File: src/rtl/sensor_sample_fifo_if.sv
// Handshake bundle between the sensor FSM, the sample FIFO and the UART FSM.
// Signal names keep the FIFO-side i_/o_ view so both ends read the same.
interface sensor_sample_fifo_if #(
    parameter int DATA_DEPTH = 8,
    parameter int ADDR_WIDTH = 4
);
    logic [DATA_DEPTH-1:0] i_wr_data;
    logic                  i_wr_valid;
    logic                  o_wr_ready;
    logic [DATA_DEPTH-1:0] o_data_out;
    logic                  o_data_out_valid_to_extract;
    logic                  i_data_out_extracted;
    logic                  i_flush;
    logic [ADDR_WIDTH:0]   o_count;
    logic                  o_overflow;
    logic                  o_underflow;

    modport master (
        output i_wr_data,
        output i_wr_valid,
        output i_data_out_extracted,
        output i_flush,
        input  o_wr_ready,
        input  o_data_out,
        input  o_data_out_valid_to_extract,
        input  o_count,
        input  o_overflow,
        input  o_underflow
    );

    modport slave (
        input  i_wr_data,
        input  i_wr_valid,
        input  i_data_out_extracted,
        input  i_flush,
        output o_wr_ready,
        output o_data_out,
        output o_data_out_valid_to_extract,
        output o_count,
        output o_overflow,
        output o_underflow
    );
endinterface

File: src/rtl/sensor_sample_fifo.sv
// First-word-fall-through sample FIFO between sensor and UART FSMs.
// All outputs come from registers; flush outranks write and pop.
module sensor_sample_fifo #(
    parameter int DATA_DEPTH = 8,
    parameter int ADDR_WIDTH = 4
) (
    input  logic                    i_clk,
    input  logic                    i_rst,
    sensor_sample_fifo_if.slave     bus_if
);
    localparam int DEPTH = 1 << ADDR_WIDTH;
    localparam logic [ADDR_WIDTH:0] FULL_CNT = (ADDR_WIDTH+1)'(DEPTH);

    logic [DATA_DEPTH-1:0] mem_q [DEPTH];
    logic [ADDR_WIDTH-1:0] wr_ptr_q, wr_ptr_d;
    logic [ADDR_WIDTH-1:0] rd_ptr_q, rd_ptr_d;
    logic [ADDR_WIDTH:0]   count_q, count_d;
    logic                  ovf_q, ovf_d;
    logic                  udf_q, udf_d;

    logic full, empty, wr_en, rd_en;

    assign full  = (count_q == FULL_CNT);
    assign empty = (count_q == '0);
    assign wr_en = bus_if.i_wr_valid && !full && !bus_if.i_flush;
    assign rd_en = bus_if.i_data_out_extracted && !empty && !bus_if.i_flush;

    always_comb begin
        wr_ptr_d = wr_ptr_q;
        rd_ptr_d = rd_ptr_q;
        count_d  = count_q;
        ovf_d    = ovf_q;
        udf_d    = udf_q;
        if (bus_if.i_flush) begin
            wr_ptr_d = '0;
            rd_ptr_d = '0;
            count_d  = '0;
            ovf_d    = 1'b0;
            udf_d    = 1'b0;
        end else begin
            if (wr_en)
                wr_ptr_d = wr_ptr_q + 1'b1;
            if (rd_en)
                rd_ptr_d = rd_ptr_q + 1'b1;
            if (wr_en && !rd_en)
                count_d = count_q + 1'b1;
            else if (rd_en && !wr_en)
                count_d = count_q - 1'b1;
            // A pop in the same cycle does not rescue a write seen while full.
            if (bus_if.i_wr_valid && full)
                ovf_d = 1'b1;
            if (bus_if.i_data_out_extracted && empty)
                udf_d = 1'b1;
        end
    end

    always_ff @(posedge i_clk or posedge i_rst) begin
        if (i_rst) begin
            wr_ptr_q <= '0;
            rd_ptr_q <= '0;
            count_q  <= '0;
            ovf_q    <= 1'b0;
            udf_q    <= 1'b0;
        end else begin
            wr_ptr_q <= wr_ptr_d;
            rd_ptr_q <= rd_ptr_d;
            count_q  <= count_d;
            ovf_q    <= ovf_d;
            udf_q    <= udf_d;
        end
    end

    always_ff @(posedge i_clk) begin
        if (wr_en)
            mem_q[wr_ptr_q] <= bus_if.i_wr_data;
    end

    assign bus_if.o_wr_ready                  = !full;
    assign bus_if.o_data_out_valid_to_extract = !empty;
    assign bus_if.o_data_out  = empty ? '0 : mem_q[rd_ptr_q];
    assign bus_if.o_count     = count_q;
    assign bus_if.o_overflow  = ovf_q;
    assign bus_if.o_underflow = udf_q;
endmodule
File: src/flat_wrapper.sv
// flat-port wrapper written by rule: the top's interface ports become plain ports
module sensor_sample_fifo_flat 
#(
    parameter int DATA_DEPTH = 8,
    parameter int ADDR_WIDTH = 4
)
  (i_clk, i_rst, bus_if_i_wr_data, bus_if_i_wr_valid, bus_if_i_data_out_extracted, bus_if_i_flush, bus_if_o_wr_ready, bus_if_o_data_out, bus_if_o_data_out_valid_to_extract, bus_if_o_count, bus_if_o_overflow, bus_if_o_underflow);
  sensor_sample_fifo_if #(.DATA_DEPTH(DATA_DEPTH), .ADDR_WIDTH(ADDR_WIDTH)) bus_if_i ();
  input  logic i_clk;
  input  logic i_rst;
  input wire logic [$bits(bus_if_i.i_wr_data)-1:0] bus_if_i_wr_data;
  input wire logic [$bits(bus_if_i.i_wr_valid)-1:0] bus_if_i_wr_valid;
  input wire logic [$bits(bus_if_i.i_data_out_extracted)-1:0] bus_if_i_data_out_extracted;
  input wire logic [$bits(bus_if_i.i_flush)-1:0] bus_if_i_flush;
  output wire logic [$bits(bus_if_i.o_wr_ready)-1:0] bus_if_o_wr_ready;
  output wire logic [$bits(bus_if_i.o_data_out)-1:0] bus_if_o_data_out;
  output wire logic [$bits(bus_if_i.o_data_out_valid_to_extract)-1:0] bus_if_o_data_out_valid_to_extract;
  output wire logic [$bits(bus_if_i.o_count)-1:0] bus_if_o_count;
  output wire logic [$bits(bus_if_i.o_overflow)-1:0] bus_if_o_overflow;
  output wire logic [$bits(bus_if_i.o_underflow)-1:0] bus_if_o_underflow;
  assign bus_if_i.i_wr_data = bus_if_i_wr_data;
  assign bus_if_i.i_wr_valid = bus_if_i_wr_valid;
  assign bus_if_i.i_data_out_extracted = bus_if_i_data_out_extracted;
  assign bus_if_i.i_flush = bus_if_i_flush;
  assign bus_if_o_wr_ready = bus_if_i.o_wr_ready;
  assign bus_if_o_data_out = bus_if_i.o_data_out;
  assign bus_if_o_data_out_valid_to_extract = bus_if_i.o_data_out_valid_to_extract;
  assign bus_if_o_count = bus_if_i.o_count;
  assign bus_if_o_overflow = bus_if_i.o_overflow;
  assign bus_if_o_underflow = bus_if_i.o_underflow;
  sensor_sample_fifo #(.DATA_DEPTH(DATA_DEPTH), .ADDR_WIDTH(ADDR_WIDTH)) u_core (.i_clk(i_clk), .i_rst(i_rst), .bus_if(bus_if_i));
endmodule
File: config.mk
export PLATFORM = sky130hd
export DESIGN_NAME = sensor_sample_fifo_flat
export DESIGN_NICKNAME = d
export VERILOG_FILES = /design/src/rtl/sensor_sample_fifo_if.sv /design/src/rtl/sensor_sample_fifo.sv /design/src/flat_wrapper.sv
export SDC_FILE = /design/constraint.sdc
export NUM_CORES = 1
export LEC_CHECK = 0
export CORE_MARGIN = 4
export CORE_UTILIZATION = 25
export CTS_CLUSTER_SIZE = 12
export DETAILED_ROUTE_END_ITERATION = 16
export MAX_ROUTING_LAYER = met4
export PLACE_DENSITY = 0.47
export SLEW_MARGIN = 10
export SYNTH_ARGS = -nofsm -noshare
export SYNTH_HDL_FRONTEND = slang
export SYNTH_SLANG_ARGS = --single-unit
File: constraint.sdc
create_clock -name i_clk -period 5.3 [get_ports i_clk]
set_input_delay 0.795 -clock i_clk [delete_from_list [all_inputs] [get_ports i_clk]]
set_output_delay 0.795 -clock i_clk [all_outputs]
set_load 0.02 [all_outputs]
==> metrics.log, run 1 <==
[metrics] synthesis-to-layout area growth: 20.3%
[metrics] cells after synthesis: 320
[metrics] Finished Layout Cells: approximately 700
[metrics] height of the chip: ~160 um
[metrics] Worst Slack Setup Final: between 1000 and 1500 ps
[metrics] cts hold-fix bufs: 0
[metrics] clock tree skew after final layout: 7.58 ps
[metrics] largest cells by area after synthesis: sky130_fd_sc_hd__edfxtp_1 (64%), sky130_fd_sc_hd__mux4_2 (12%), sky130_fd_sc_hd__dfrtp_1 (6.3%)
[metrics] mean instance size in the synthesized netlist: around 19 um2
[metrics] Reg2Reg Capture Point: u_core.bus_if.o_count[4]
[metrics] Hold Crit Class: reg2reg
[metrics] worst slack, placed: 1580 ps
[metrics] simple-gate area share of the yosys netlist: 0.0489
[metrics] share of synthesized registers carrying an async set or reset: 0.105
[metrics] wire length after detailed routing: approximately 13000 um
[metrics] CP max stage cell: sky130_fd_sc_hd__nor4_4
[metrics] critical path's top delay family: simple AND/OR/NAND/NOR gates
[metrics] via density per instance: roughly 4.4
[metrics] endpoint of the worst setup timing path: bus_if_o_data_out[6]
[metrics] total number of nets in the final design: approximately 380
[metrics] clock tree from TritonCTS: done
[metrics] via count: around 3000
[metrics] synthesized-area fraction occupied by ao, oa, aoi and oai cells: 0.0355
[metrics] data required time at the worst endpoint: ~4500 ps
[metrics] latest clock arrival within the worst-skew pair: between 400 and 500 ps
[metrics] synthesized-area fraction occupied by adder cells: 0.0222
[metrics] width of the die: between 150 and 200 um
[metrics] placed wire-length estimate: roughly 8200 um
[metrics] count of endpoints failing hold in the final timing report: 0
[metrics] launch instance of the worst register-to-register path: u_core.bus_if.o_count[0]
[metrics] total placed cells including tap cells: roughly 660
[metrics] Num Clock Sinks: between 100 and 150
[metrics] Clk Tree Root Cell: sky130_fd_sc_hd__clkbuf_16
[metrics] final max-slew violation count: 0
[metrics] ANT nets after route: 0
[metrics] number of H-tree levels: 4
[metrics] status: finished clean
[metrics] CTS buffer count: 17
[metrics] cell taking the most area after synthesis: sky130_fd_sc_hd__edfxtp_1
[metrics] Congestion Overflow GR: 0
[metrics] number of nets in the synthesized netlist: approximately 340
[metrics] sum of internal, switching and leakage power: 3240 uW
[metrics] Sum Neg Setup Slack: 0 ps
[metrics] Reg clk slew, reported paths: about 60 ps
[metrics] worst endpoint data arrival time: slightly above 3000 ps
[metrics] Bufs on Longest Clock Path: 2
[metrics] worst vdd rail ir drop: 0.224 mV
[metrics] sort of element at the start of the critical path: flip-flop
[metrics] synthesized flop and latch total: roughly 140
[metrics] post-CTS sizing: 0
[metrics] Post-synth EDFFs: around 130
[metrics] Buf/Inv on CP: 1
[metrics] most instantiated cells after synthesis: sky130_fd_sc_hd__edfxtp_1 (128), sky130_fd_sc_hd__mux4_2 (32), sky130_fd_sc_hd__mux2i_1 (18)
[metrics] biggest cell delay along the critical path: 600 ps
[metrics] Starting Density: 0.254
[metrics] actual slew at the worst max-slew pin: roughly 1100 ps
[metrics] share of post-route cells with drive strength above 1: 0.209
[metrics] number of endpoints failing setup at the final stage: 0
[metrics] combinational family with the most area after synthesis: multiplexers
[metrics] maximum fanout along the worst path: 10
[metrics] sequential cell area fraction in the yosys report: 0.708
[metrics] portion of netlist area occupied by mux cells: 0.157
[metrics] setup repair after global routing missed its margin: false
[metrics] number of placement rows: between 50 and 60
[metrics] Tcrit/Tclk final: 0.736
[metrics] pin count of the biggest net entering global routing: 28
[metrics] type of the worst setup path: reg2out
[metrics] post-synthesis xor/xnor area fraction: 0.0103
[metrics] number of buffers inserted to repair setup after CTS: 0
[metrics] FF-to-FF path depth: 8
[metrics] Static Leakage: 0.00226 uW
[metrics] Yosys warning total: 0
[metrics] Initial DRT Pass Iterations: 4
[metrics] WP depth: 5
[metrics] ordered cell list for the critical path: nor4_4, nand2_1, nand2b_1, o22ai_1, clkdlybuf4s50_1
[metrics] WL per Instance: between 15 and 20 um
[metrics] setup slack on the worst flop-to-flop path: about 2300 ps
[metrics] iteration-0 DRC count of the detailed router: around 220
[metrics] beginning of the critical path: u_core.bus_if.o_count[0]
[metrics] shortest clock period the worst path allows after layout: just under 4000 ps
[metrics] Main synth FF type: sky130_fd_sc_hd__edfxtp_1
[metrics] weighted congestion reported at the end of routability-driven placement: approximately 0.74
[metrics] core region area: ~23000 um2
[metrics] Port Buf Inserts: 29
[metrics] fin util: 0.306
[metrics] power density cells: approximately 450 nW/um2
[metrics] number of diodes: 0
[metrics] initial antenna violation count: 0
[metrics] maximum achievable frequency: 256 MHz
[metrics] share of Yosys cell area claimed by the top area cell type: 0.645
[metrics] ports placed on the boundary: 30
[metrics] Die Outline Area: approximately 26000 um2
[metrics] area of the mapped netlist: 5960 um2
[metrics] dominant cell by count in the synthesized netlist: sky130_fd_sc_hd__edfxtp_1
[metrics] remaining design rule violation count: 0
[metrics] number of global-route vias before repair: 3221
[metrics] nature of the critical path endpoint: output pin
[metrics] headroom to the max-slew limit: 0.297
[metrics] Unique masters post-synth: 41
[metrics] first-pass GRT wire length: 20000 um
[metrics] number of max-cap violations: 0
[metrics] global routing usage summed across all routing layers: 0.109
final cells by class:
cell class / count / area [um2]
clock inverters: 14 / 141
repair buffers: 32 / 313
fillers: 2304 / 16300
inverters: 10 / 37.5
multi-input cells: 152 / 1630
well taps: 319 / 399
flip-flops and latches: 143 / 4220
clock buffers: 18 / 429
cells in the final DEF (no fill, tap or decap), types with 4 or more instances in the layout:
| cell type | netlist | layout |
|---|---|---|
| sky130_fd_sc_hd__and2_2 | 4 | 4 |
| sky130_fd_sc_hd__nor2_1 | 16 | 16 |
| sky130_fd_sc_hd__clkbuf_16 | 0 | 17 |
| sky130_fd_sc_hd__clkdlybuf4s50_1 | 0 | 29 |
| sky130_fd_sc_hd__mux4_2 | 32 | 32 |
| sky130_fd_sc_hd__o22ai_1 | 8 | 8 |
| sky130_fd_sc_hd__inv_1 | 10 | 10 |
| sky130_fd_sc_hd__and2_1 | 8 | 8 |
| sky130_fd_sc_hd__a21oi_1 | 4 | 4 |
| sky130_fd_sc_hd__nand2_1 | 6 | 6 |
| sky130_fd_sc_hd__mux2i_1 | 18 | 18 |
| sky130_fd_sc_hd__nand3_1 | 7 | 7 |
| sky130_fd_sc_hd__a211oi_1 | 4 | 4 |
| sky130_fd_sc_hd__dfrtp_1 | 15 | 13 |
| sky130_fd_sc_hd__clkinv_1 | 0 | 4 |
| sky130_fd_sc_hd__edfxtp_1 | 128 | 128 |
| sky130_fd_sc_hd__xnor2_1 | 4 | 4 |
| sky130_fd_sc_hd__ha_1 | 9 | 9 |
how the worst min path moves through the flow:
| stage | startpoint | cells after the start | to | slack, ps |
|---|---|---|---|---|
| floorplan | u_core.rd_ptr_q[3] | 2 | u_core.rd_ptr_q[3] | 520 |
| global placement | u_core.bus_if.o_underflow | 2 | u_core.bus_if.o_underflow | 500 |
| detailed placement | u_core.bus_if.o_underflow | 2 | u_core.bus_if.o_underflow | 500 |
| finish | u_core.bus_if.o_overflow | 2 | u_core.bus_if.o_overflow | 520 |
| CTS | u_core.bus_if.o_underflow | 2 | u_core.bus_if.o_underflow | 530 |
| global route | u_core.bus_if.o_overflow | 2 | u_core.bus_if.o_overflow | 570 |
power breakdown:
part / internal [uW] / switching, uW
Clock: 690 / 459
Combinational: 356 / 358
Sequential: 1270 / 104
per-layer routing:
metal | global-route usage | up-vias | wire length (um)
li1 | - | 1353 | -
met1 | 0.137 | 1573 | 5990
met2 | 0.166 | 76 | 6430
met3 | 0.0301 | 17 | 606
met4 | 0.0458 | 0 | 281
met5 | - | - | 0
per-stage QoR:
step | hold slack (ps) | area, um2
after global placement | 504 | 6600
final | 521 | 7170
after detailed placement | 497 | 6600
after global routing | 565 | 7170
after floorplan | 517 | 5960
after CTS | 530 | 7170
kinds of logic after synthesis:
logic type | after synthesis
AOI/OAI and AO/OA | 31
xor gates and xnor gates | 7
adders and majority gates | 10
and+or+nand+nor | 51
muxes | 53
DFF | 143
buffers and inverters | 25
worst register-to-register path, cell delays in order, from the launching register on:
cell and delay (ps):
sky130_fd_sc_hd__dfrtp_1 510, sky130_fd_sc_hd__or4_4 610, sky130_fd_sc_hd__o21ai_1 260, sky130_fd_sc_hd__nand2_1 220, sky130_fd_sc_hd__ha_1 390, sky130_fd_sc_hd__a21oi_1 280
sky130_fd_sc_hd__a211oi_1 130, sky130_fd_sc_hd__a311o_1 330, sky130_fd_sc_hd__a31oi_1 160
state kept, by name, summed over array words and instances (netlist names):
signal,flops
u_core.bus_if.o_count,5
u_core.mem_q,128
u_core.wr_ptr_q,4
u_core.bus_if.o_underflow,1
u_core.rd_ptr_q,4
u_core.bus_if.o_overflow,1
No activity file was read; power rests on OpenSTA's default activity.
==> inputs of run 2 (changes only) <==
==> constraint.sdc (replaced) <==
create_clock -name i_clk -period 3.87 [get_ports i_clk]
set_input_delay 0.5805 -clock i_clk [delete_from_list [all_inputs] [get_ports i_clk]]
set_output_delay 0.5805 -clock i_clk [all_outputs]
set_load 0.02 [all_outputs]
==> run 2 against run 1 <==
Critical path depth increased by 1. Wire length rose by 3.1%. Flip-flop and latch count unchanged. Non-clock buffer count increased by 9. Global-route usage rose by 0.52 points. Largest power group unchanged. Highest routed layer unchanged.
==> metrics.log, run 2 (synthesis results as in run 1) <==
[metrics] placed wire-length estimate: 8460 um
[metrics] fin util: 0.313
[metrics] commonest cells after routing, fill and taps aside: sky130_fd_sc_hd__edfxtp_1 (128), sky130_fd_sc_hd__mux4_2 (32), sky130_fd_sc_hd__clkdlybuf4s50_1 (29)
[metrics] global routing usage summed across all routing layers: 0.114
[metrics] Static Leakage: ~0.0024 uW
[metrics] number of global-route vias before repair: 3358
[metrics] post-CTS sizing: 0
[metrics] synthesis-to-layout area growth: 23.1%
[metrics] nature of the critical path endpoint: output pin
[metrics] via count: about 3100
[metrics] total number of nets in the final design: between 300 and 400
[metrics] pin count of the biggest net entering global routing: 25
[metrics] initial antenna violation count: 0
[metrics] Starting Density: 0.254
[metrics] number of max-cap violations: 0
[metrics] wire length after detailed routing: 13700 um
[metrics] worst slack, placed: around 390 ps
[metrics] Clk Tree Root Cell: sky130_fd_sc_hd__clkbuf_16
[metrics] Worst Slack Setup Final: between 400 and 500 ps
[metrics] Finished Layout Cells: between 600 and 700
[metrics] remaining design rule violation count: 0
[metrics] Reg clk slew, reported paths: around 60 ps
[metrics] number of endpoints failing setup at the final stage: 0
[metrics] weighted congestion reported at the end of routability-driven placement: between 0.6 and 0.7
[metrics] width of the die: 162 um
[metrics] via density per instance: around 4.4
[metrics] final max-slew violation count: 0
[metrics] height of the chip: between 150 and 200 um
[metrics] Port Buf Inserts: 29
[metrics] Hold Crit Class: reg2reg
[metrics] cts hold-fix bufs: 0
[metrics] ports placed on the boundary: 30
[metrics] Sum Neg Setup Slack: 0 ps
[metrics] maximum achievable frequency: 290 MHz
[metrics] data required time at the worst endpoint: approximately 3300 ps
[metrics] actual slew at the worst max-slew pin: 756 ps
[metrics] total placed cells including tap cells: about 670
[metrics] status: finished clean
[metrics] core region area: between 20000 and 25000 um2
[metrics] first-pass GRT wire length: 21100 um
[metrics] flip-flop count of the largest register after layout: 128
[metrics] number of placement rows: 56
[metrics] latest clock arrival within the worst-skew pair: between 400 and 500 ps
[metrics] number of H-tree levels: 4
[metrics] ANT nets after route: 0
[metrics] setup repair after global routing missed its margin: false
[metrics] Die Outline Area: between 20000 and 30000 um2
[metrics] iteration-0 DRC count of the detailed router: approximately 230
[metrics] clock tree skew after final layout: ~8.2 ps
[metrics] Bufs on Longest Clock Path: 2
[metrics] count of endpoints failing hold in the final timing report: 0
[metrics] maximum fanout along the worst path: 10
[metrics] headroom to the max-slew limit: 0.496
[metrics] # fillers: approximately 2300
[metrics] number of diodes: 0
[metrics] share of post-route cells with drive strength above 1: 0.235
[metrics] FF-to-FF path depth: 8
[metrics] depth of the worst hold-timing path: 2
[metrics] leading cell type in the layout, fill and taps excluded: sky130_fd_sc_hd__edfxtp_1
[metrics] Congestion Overflow GR: 0
[metrics] number of buffers inserted to repair setup after CTS: 0
[metrics] Num Clock Sinks: 143
[metrics] CTS buffer count: 17
[metrics] power density cells: roughly 640 nW/um2
[metrics] type of the worst setup path: reg2out
[metrics] worst vdd rail ir drop: between 0.2 and 0.3 mV
[metrics] Tcrit/Tclk final: 0.892
[metrics] WL per Instance: around 20 um
[metrics] Initial DRT Pass Iterations: 4
[metrics] worst endpoint data arrival time: 2870 ps
[metrics] register with the most flip-flops: u_core.mem_q
[metrics] shortest clock period the worst path allows after layout: roughly 3500 ps
[metrics] clock tree from TritonCTS: done
[metrics] sort of element at the start of the critical path: flip-flop
==> run 2: layout make-up <==
| cell class | count | area, um2 | area share |
|---|---|---|---|
| multi-input cells | 152 | 1630 | 0.222 |
| repair buffers | 41 | 393 | 0.0535 |
| flip-flops and latches | 143 | 4220 | 0.575 |
| inverters | 10 | 37.5 | 0.00511 |
| well taps | 319 | 399 | 0.0544 |
| clock buffers | 18 | 429 | 0.0585 |
| clock inverters | 14 | 229 | 0.0312 |
==> run 2: where the power goes <==
| part | internal [uW] | switching [uW] | leakage [uW] |
|---|---|---|---|
| Combinational | 510 | 536 | 0.000696 |
| Clock | 1160 | 660 | 0.000314 |
| Sequential | 1740 | 107 | 0.00135 |
==> run 2: worst paths after layout <==
path | slack, ps | start | end
setup / recovery | 420 | u_core.bus_if.o_count[0] | bus_if_o_data_out[6]
hold / removal | 510 | u_core.bus_if.o_overflow | u_core.bus_if.o_overflow
setup reg to reg | 840 | u_core.bus_if.o_count[0] | u_core.bus_if.o_count[4]
hold reg to reg | 510 | u_core.bus_if.o_overflow | u_core.bus_if.o_overflow
max in group asynchronous | 2890 | i_rst | u_core.rd_ptr_q[0]
min in group asynchronous | 540 | i_rst | u_core.bus_if.o_count[0]
==> run 2: critical path, stage by stage, from the launching register on <==
cell                              delay, ps
sky130_fd_sc_hd__dfrtp_1                510
sky130_fd_sc_hd__nor4_4                 290
sky130_fd_sc_hd__buf_4                  210
sky130_fd_sc_hd__nand2_1                150
sky130_fd_sc_hd__nand2b_1               430
sky130_fd_sc_hd__o22ai_1                260
sky130_fd_sc_hd__clkdlybuf4s50_1        610
==> run 2: stage by stage <==
| stage | total power (uW) | instance area [um2] | hold slack, ps |
|---|---|---|---|
| floorplan | 2530 | 5960 | 482 |
| global placement | 2920 | 6680 | 498 |
| detailed placement | 2940 | 6680 | 507 |
| CTS | 4770 | 7340 | 523 |
| global route | 4920 | 7340 | 546 |
| finish | 4710 | 7340 | 513 |
==> run 2: layer usage <==
layer  track usage  vias up  part of all wire
met5             -        -                 0
met4        0.0277        0            0.0079
met3        0.0316        8             0.030
met2         0.171       50              0.47
met1         0.155     1633              0.49
li1              -     1377                 -
